===== src/rtl/mem_access_unit_if.sv =====
// Core-side request/response and data-memory bus for mem_access_unit.
// The master modport is the core/memory environment; the slave modport is the unit.
interface mem_access_unit_if #(
    parameter int unsigned ADDR_W = 10
);
    logic              req;
    logic              we;
    logic [1:0]        size;
    logic              sext;
    logic [31:0]       addr;
    logic [31:0]       wdata;
    logic              busy;
    logic              done;
    logic              err;
    logic [31:0]       rdata;
    logic [ADDR_W-1:0] dm_addr;
    logic [31:0]       dm_din;
    logic              dm_we;
    logic [31:0]       dm_dout;

    modport master (
        output req, we, size, sext, addr, wdata, dm_dout,
        input  busy, done, err, rdata, dm_addr, dm_din, dm_we
    );

    modport slave (
        input  req, we, size, sext, addr, wdata, dm_dout,
        output busy, done, err, rdata, dm_addr, dm_din, dm_we
    );
endinterface


===== src/rtl/mem_access_unit.sv =====
// Load/store initiator: byte/half/word accesses onto a word-wide memory with RMW sub-word stores.
// Define MAU_MISALIGN_TRAP_EN to reject misaligned half/word accesses instead of aligning them.
module mem_access_unit #(
    parameter int unsigned ADDR_W = 10
) (
    input  logic              clk,
    input  logic              rst_n,
    mem_access_unit_if.slave  bus
);
    typedef enum logic [1:0] {StIdle, StRd, StWr} state_t;

    state_t              r_state;
    state_t              w_state_nxt;
    logic                r_we;
    logic [1:0]          r_size;
    logic                r_sext;
    logic [ADDR_W+1:0]   r_addr;
    logic [31:0]         r_wdata;
    logic [31:0]         r_merge;
    logic [31:0]         r_rdata;
    logic                r_done;
    logic                r_err;

    logic                w_done_nxt;
    logic                w_err_nxt;
    logic                w_bad;
    logic [ADDR_W+1:0]   w_addr_in;
    logic [ADDR_W+1:0]   w_addr_al;
    logic [7:0]          w_byte;
    logic [15:0]         w_half;
    logic [31:0]         w_load;
    logic [31:0]         w_merge;
    logic                w_unused_addr;

    assign w_unused_addr = ^bus.addr[31:ADDR_W+2];
    assign w_addr_in     = bus.addr[ADDR_W+1:0];

    always_comb begin
        w_addr_al = w_addr_in;
`ifdef MAU_MISALIGN_TRAP_EN
        w_bad = (bus.size == 2'b11)
              || ((bus.size == 2'b01) && w_addr_in[0])
              || ((bus.size == 2'b10) && (w_addr_in[1:0] != 2'b00));
`else
        w_bad = (bus.size == 2'b11);
        if (bus.size == 2'b01) w_addr_al[0] = 1'b0;
        if (bus.size == 2'b10) w_addr_al[1:0] = 2'b00;
`endif
    end

    // Lane select and extension on the combinational memory read data.
    always_comb begin
        w_byte = bus.dm_dout[8*r_addr[1:0] +: 8];
        w_half = r_addr[1] ? bus.dm_dout[31:16] : bus.dm_dout[15:0];
        case (r_size)
            2'b00:   w_load = {{24{r_sext & w_byte[7]}}, w_byte};
            2'b01:   w_load = {{16{r_sext & w_half[15]}}, w_half};
            default: w_load = bus.dm_dout;
        endcase
    end

    always_comb begin
        w_merge = bus.dm_dout;
        if (r_size == 2'b00) w_merge[8*r_addr[1:0] +: 8] = r_wdata[7:0];
        else                 w_merge[16*r_addr[1] +: 16] = r_wdata[15:0];
    end

    always_comb begin
        w_state_nxt = r_state;
        w_done_nxt  = 1'b0;
        w_err_nxt   = r_err;
        case (r_state)
            StIdle: begin
                if (bus.req) begin
                    if (w_bad) begin
                        w_done_nxt = 1'b1;
                        w_err_nxt  = 1'b1;
                    end else if (bus.we && (bus.size == 2'b10)) begin
                        w_state_nxt = StWr;
                    end else begin
                        w_state_nxt = StRd;
                    end
                end
            end
            StRd: begin
                if (r_we) begin
                    w_state_nxt = StWr;
                end else begin
                    w_state_nxt = StIdle;
                    w_done_nxt  = 1'b1;
                    w_err_nxt   = 1'b0;
                end
            end
            StWr: begin
                w_state_nxt = StIdle;
                w_done_nxt  = 1'b1;
                w_err_nxt   = 1'b0;
            end
            default: w_state_nxt = StIdle;
        endcase
    end

    always_ff @(posedge clk or negedge rst_n) begin
        if (!rst_n) begin
            r_state <= StIdle;
            r_done  <= 1'b0;
            r_err   <= 1'b0;
            r_we    <= 1'b0;
            r_size  <= 2'b00;
            r_sext  <= 1'b0;
            r_addr  <= '0;
            r_wdata <= '0;
            r_merge <= '0;
            r_rdata <= '0;
        end else begin
            r_state <= w_state_nxt;
            r_done  <= w_done_nxt;
            r_err   <= w_err_nxt;
            if ((r_state == StIdle) && bus.req) begin
                r_we    <= bus.we;
                r_size  <= bus.size;
                r_sext  <= bus.sext;
                r_addr  <= w_addr_al;
                r_wdata <= bus.wdata;
            end
            if ((r_state == StRd) && !r_we) r_rdata <= w_load;
            if ((r_state == StRd) && r_we)  r_merge <= w_merge;
        end
    end

    // Write strobe decodes straight from state so reset kills it without waiting for a clock.
    assign bus.dm_we   = (r_state == StWr);
    assign bus.dm_din  = bus.dm_we ? ((r_size == 2'b10) ? r_wdata : r_merge) : 32'h0;
    assign bus.dm_addr = r_addr[ADDR_W+1:2];
    assign bus.busy    = (r_state != StIdle);
    assign bus.done    = r_done;
    assign bus.err     = r_err;
    assign bus.rdata   = r_rdata;
endmodule

===== src/flat_wrapper.sv =====
// flat-port wrapper written by rule: the top's interface ports become plain ports
module mem_access_unit_flat 
#(
    parameter int unsigned ADDR_W = 10
)
  (clk, rst_n, bus_req, bus_we, bus_size, bus_sext, bus_addr, bus_wdata, bus_dm_dout, bus_busy, bus_done, bus_err, bus_rdata, bus_dm_addr, bus_dm_din, bus_dm_we);
  mem_access_unit_if #(.ADDR_W(ADDR_W)) bus_i ();
  input  logic clk;
  input  logic rst_n;
  input wire logic [$bits(bus_i.req)-1:0] bus_req;
  input wire logic [$bits(bus_i.we)-1:0] bus_we;
  input wire logic [$bits(bus_i.size)-1:0] bus_size;
  input wire logic [$bits(bus_i.sext)-1:0] bus_sext;
  input wire logic [$bits(bus_i.addr)-1:0] bus_addr;
  input wire logic [$bits(bus_i.wdata)-1:0] bus_wdata;
  input wire logic [$bits(bus_i.dm_dout)-1:0] bus_dm_dout;
  output wire logic [$bits(bus_i.busy)-1:0] bus_busy;
  output wire logic [$bits(bus_i.done)-1:0] bus_done;
  output wire logic [$bits(bus_i.err)-1:0] bus_err;
  output wire logic [$bits(bus_i.rdata)-1:0] bus_rdata;
  output wire logic [$bits(bus_i.dm_addr)-1:0] bus_dm_addr;
  output wire logic [$bits(bus_i.dm_din)-1:0] bus_dm_din;
  output wire logic [$bits(bus_i.dm_we)-1:0] bus_dm_we;
  assign bus_i.req = bus_req;
  assign bus_i.we = bus_we;
  assign bus_i.size = bus_size;
  assign bus_i.sext = bus_sext;
  assign bus_i.addr = bus_addr;
  assign bus_i.wdata = bus_wdata;
  assign bus_i.dm_dout = bus_dm_dout;
  assign bus_busy = bus_i.busy;
  assign bus_done = bus_i.done;
  assign bus_err = bus_i.err;
  assign bus_rdata = bus_i.rdata;
  assign bus_dm_addr = bus_i.dm_addr;
  assign bus_dm_din = bus_i.dm_din;
  assign bus_dm_we = bus_i.dm_we;
  mem_access_unit #(.ADDR_W(ADDR_W)) u_core (.clk(clk), .rst_n(rst_n), .bus(bus_i));
endmodule

===== config.mk =====
export PLATFORM = sky130hd
export DESIGN_NAME = mem_access_unit_flat
export DESIGN_NICKNAME = d
export VERILOG_FILES = /design/src/rtl/mem_access_unit_if.sv /design/src/rtl/mem_access_unit.sv /design/src/flat_wrapper.sv
export SDC_FILE = /design/constraint.sdc
export NUM_CORES = 1
export LEC_CHECK = 0
export BUFFER_PORTS_ARGS = -buffer_cell sky130_fd_sc_hd__buf_2
export CORE_AREA = 2 2 116 118
export CTS_BUF_LIST = sky130_fd_sc_hd__clkbuf_4
export CTS_CLUSTER_DIAMETER = 120
export DETAILED_ROUTE_END_ITERATION = 12
export DIE_AREA = 0 0 118 120
export PLACE_DENSITY = 0.89
export REMOVE_ABC_BUFFERS = 1
export SETUP_SLACK_MARGIN = 0.2
export SLEW_MARGIN = 25
export SYNTH_ARGS = -nofsm -noshare
export SYNTH_HDL_FRONTEND = slang
export SYNTH_SLANG_ARGS = --single-unit

===== constraint.sdc =====
create_clock -name clk -period 5.4 [get_ports clk]
set_clock_uncertainty 0.1 [all_clocks]
set_input_delay 0.81 -clock clk [delete_from_list [all_inputs] [get_ports clk]]
set_output_delay 0.81 -clock clk [all_outputs]
set_load 0.005 [all_outputs]

==> run summary <==
### Power and ir drop
* part of the power in combinational logic: 49.2%
* net switching fraction of the power: 43.9%
* net switching power of the design: 0.00197 W
* power per cell area: 562 nW/um^2
* part of the power in registers: 36.5%
* internal power component: 0.00252 W
* Peak supply drop: 0.269 mV
* clock share of power: 14.3%
* leakage power summed over all cells: 3.62 nW

### Setup path
* CP max-delay cell: dfrtp_1
* slowest stage delay, CP: 0.71 ns
* kind of end point of the critical path: output pin
* category of cells accounting for the largest share of critical-path delay: flip-flops
* crit path kind: reg2out
* data arrival time of the critical path: 2.60 ns
* required arrival time at the worst endpoint: 4.49 ns
* CP Buf/Inv Count: 2
* startpoint type of the worst setup path: flop
* series of cell instances along the critical path: nand2b_1, buf_4, nand2_1, a21boi_1, buf_2
* largest driver fanout on the critical path: 21
* number of cells on the worst reg-to-reg path: 5
* register-to-register setup slack: 2.41 ns
* r2r startpoint: u_core.r_state[1]$_DFFE_PN0P_
* number of cells on the critical path: 5
* end of the worst register-to-register path: u_core.r_merge[27]$_DFFE_PN0N_

### Routing
* starting DRC count in detailed routing: 845
* vias post-DR: 6429
* average wire per standard cell: 19.9 microns
* highest layer used for signal routing: met4
* Pre-antenna DRT Iters: 6
* DRC viols: 0
* Final ANT Viol Nets: 0
* Via-to-Cell Ratio: 6.37
* met3 routed WL: 1880 microns
* DRT met1 WL: 8020 microns
* total wirelength of the detailed-routed design: 20100 microns
* wire length on met2: 9420 microns

### Clock tree
* number of sinks handled by clock tree synthesis: 116
* number of H-tree levels: 4
* CTS tree: built
* number of gates given a new drive strength after cts: 0
* Post-CTS Setup Inserts: 0
* later-pin clock latency in the skew report: 0.55 ns
* maximum buffer depth of the clock tree: 2
* hold buffers post-CTS: 0
* Root Driver: clkbuf_4
* clock-pin slew on the worst setup and hold paths: 0.12 ns
* CTS Buf Count: 17

### Die
* width of the die: 118 microns
* I/O pin total: 181
* Cell Rows: 42
* Die Y: 120 microns
* initial core utilization: 53.5%
* area of the placeable core: 13000 sq um
* die footprint: 14200 sq um

### Timing
* Tightest Pin Transition: 1.04 ns
* final count of negative-setup-slack endpoints: 0
* minimum hold slack: 0.280 ns
* Final period util: 65.0%
* min Tclk post-route: 3.51 ns
* total negative slack: 0 ns
* Worst Setup Slack, final: 1.89 ns
* fin. max-slew vios: 0
* achievable clock frequency: 285 MHz
* relative slew slack: 30.6%
* final hold violations: 0
* unrepaired setup endpoints after global routing: false

### Yosys
* warning count from the yosys run: 0
* synthesized area divided by synthesized cell count: 9.84 sq um
* part of the Yosys area used for sequential elements: 41.8%
* post-synthesis cell type with the largest combined area: dfrtp_1
* list of most frequent post-synthesis cells: dfrtp_1, nand2_1, a221oi_1
* Top FF cell, synth: dfrtp_1
* EDFF count, synth: 0
* Synth top area share: 41.8%
* Post-synth ARST share: 100%
* most repeated cell in the gate-level netlist after synthesis: dfrtp_1
* gate count of the mapped netlist: 706
* flip-flop and latch count after synthesis: 116
* number of distinct library cell variants in the gate-level netlist after synthesis: 49
* biggest area contributors in the synthesized netlist: dfrtp_1, mux2_2, a221oi_1
* Post-Synthesis Cell Area: 6950 sq um

### Placement
* count of buffers from port buffering: 160
* DP HPWL: 13500 microns
* pre-CTS setup slack: 2.09 ns
* Placed Instance Area: 7690 sq um
* RD Place Congestion: 0.903
* placed instance count: 974

### GRT
* aggregate global routing overflow: 0
* pin count of the biggest net entering global routing: 73
* Total GRT Usage: 28.5%
* vias in the first global route: 6183
* wire length of the first global-routing pass: 31700 microns
* antenna violations before repair: 4

### Cells and area
* post-layout instance area: 7990 sq um
* Net count, final: 930
* fraction of final layout cells with drive strength greater than 1: 34.0%
* area delta synth->final: 15.0%
* final standard cell count with taps included and fillers excluded: 1010

### Run status
* run status: finished, final reports clean

### Hold path
* Hold WC Path Type: in2async

### Flow run
* maximum capacitance violations: 0

-- state kept, by name, indices dropped and copies added, names as in the netlist, 2 cells and up --
| signal | cells |
|---|---|
| u_core.bus.rdata | 32 |
| u_core.r_addr | 12 |
| u_core.r_merge | 32 |
| u_core.r_size | 2 |
| u_core.r_state | 2 |
| u_core.r_wdata | 32 |
-- power groups by stage --
stage	Combinational (W)	Sequential (W)	Clock (W)
floorplan	0.00140	0.00160	0
global placement	0.00211	0.00161	0
detailed placement	0.00217	0.00163	0
CTS	0.00219	0.00162	0.000648
global route	0.00242	0.00167	0.000690
finish	0.00221	0.00164	0.000641
-- cell families (layout without fill, tap and decap cells) --
family / after synthesis / in the layout / share of synthesized area (%)
simple gates: 199 / 199 / 16.0
buf+inv: 88 / 212 / 5.96
flops: 116 / 116 / 41.8
other cells: 0 / 4 / 0
mux: 88 / 88 / 13.8
compound gates: 205 / 205 / 20.6
fa+ha+maj: 10 / 10 / 1.80
-- per-layer routing --
metal / up-vias / track usage (%)
met5: - / 0
met4: 0 / 14.7
met3: 73 / 6.42
met2: 399 / 44.3
met1: 3114 / 37.5
li1: 2843 / -
-- metrics by stage --
| step | utilization [%] | total power [W] |
|---|---|---|
| finish | 61.6 | 0.00449 |
| global route | 61.6 | 0.00478 |
| CTS | 61.3 | 0.00445 |
| detailed placement | 59.2 | 0.00381 |
| global placement | 59.1 | 0.00372 |
| floorplan | - | 0.00300 |
-- layout by cell type, fill, tap and decap left out, types with 5 or more instances in the layout --
cell / Yosys / layout
a21boi_1: 30 / 30
buf_2: 25 / 159
ha_1: 10 / 8
inv_1: 11 / 11
a211oi_1: 17 / 17
dfrtp_1: 116 / 115
nand3_1: 25 / 25
buf_4: 13 / 9
a221oi_1: 62 / 62
clkinvlp_4: 0 / 5
and3b_1: 7 / 7
nor2b_1: 13 / 11
nor2_1: 34 / 34
and4b_1: 23 / 23
mux2_2: 61 / 61
o21ai_1: 7 / 7
nand2_1: 75 / 74
o21ai_0: 26 / 26
a21oi_1: 50 / 50
mux2i_1: 26 / 26
clkbuf_4: 1 / 19
-- final cells by class --
cell class	instances	area, sq um
Antenna cell	4	10.0
Sequential cell	116	2900
Tap cell	176	220
Clock inverter	13	134
Inverter	12	45.0
Clock buffer	19	143
Fill cell	1084	4990
Multi-Input combinational cell	502	3670
Timing Repair Buffer	168	863
-- worst register-to-register path, delay by kind of cell, from the launching register on --
kind	cells	cell delay, ns
simple gates	2	1.30
fa+ha+maj	1	0.56
buf+inv	1	0.12
flops	1	0.45
compound gates	1	0.29
-- worst max-delay path by stage --
stage,from,end,slack (ns)
after floorplan,u_core.r_addr[1]$_DFFE_PN0P_,u_core.r_merge[0]$_DFFE_PN0N_,1.83
after global placement,u_core.r_state[1]$_DFFE_PN0P_,u_core.r_merge[25]$_DFFE_PN0N_,2.20
after detailed placement,u_core.r_state[1]$_DFFE_PN0P_,u_core.r_merge[27]$_DFFE_PN0N_,2.09
after CTS,u_core.r_size[0]$_DFFE_PN0P_,bus_dm_din[5],1.93
after global routing,u_core.r_size[1]$_DFFE_PN0P_,bus_dm_din[31],1.75
final,u_core.r_size[0]$_DFFE_PN0P_,bus_dm_din[5],1.89
Power figures use the tool's default switching activity.
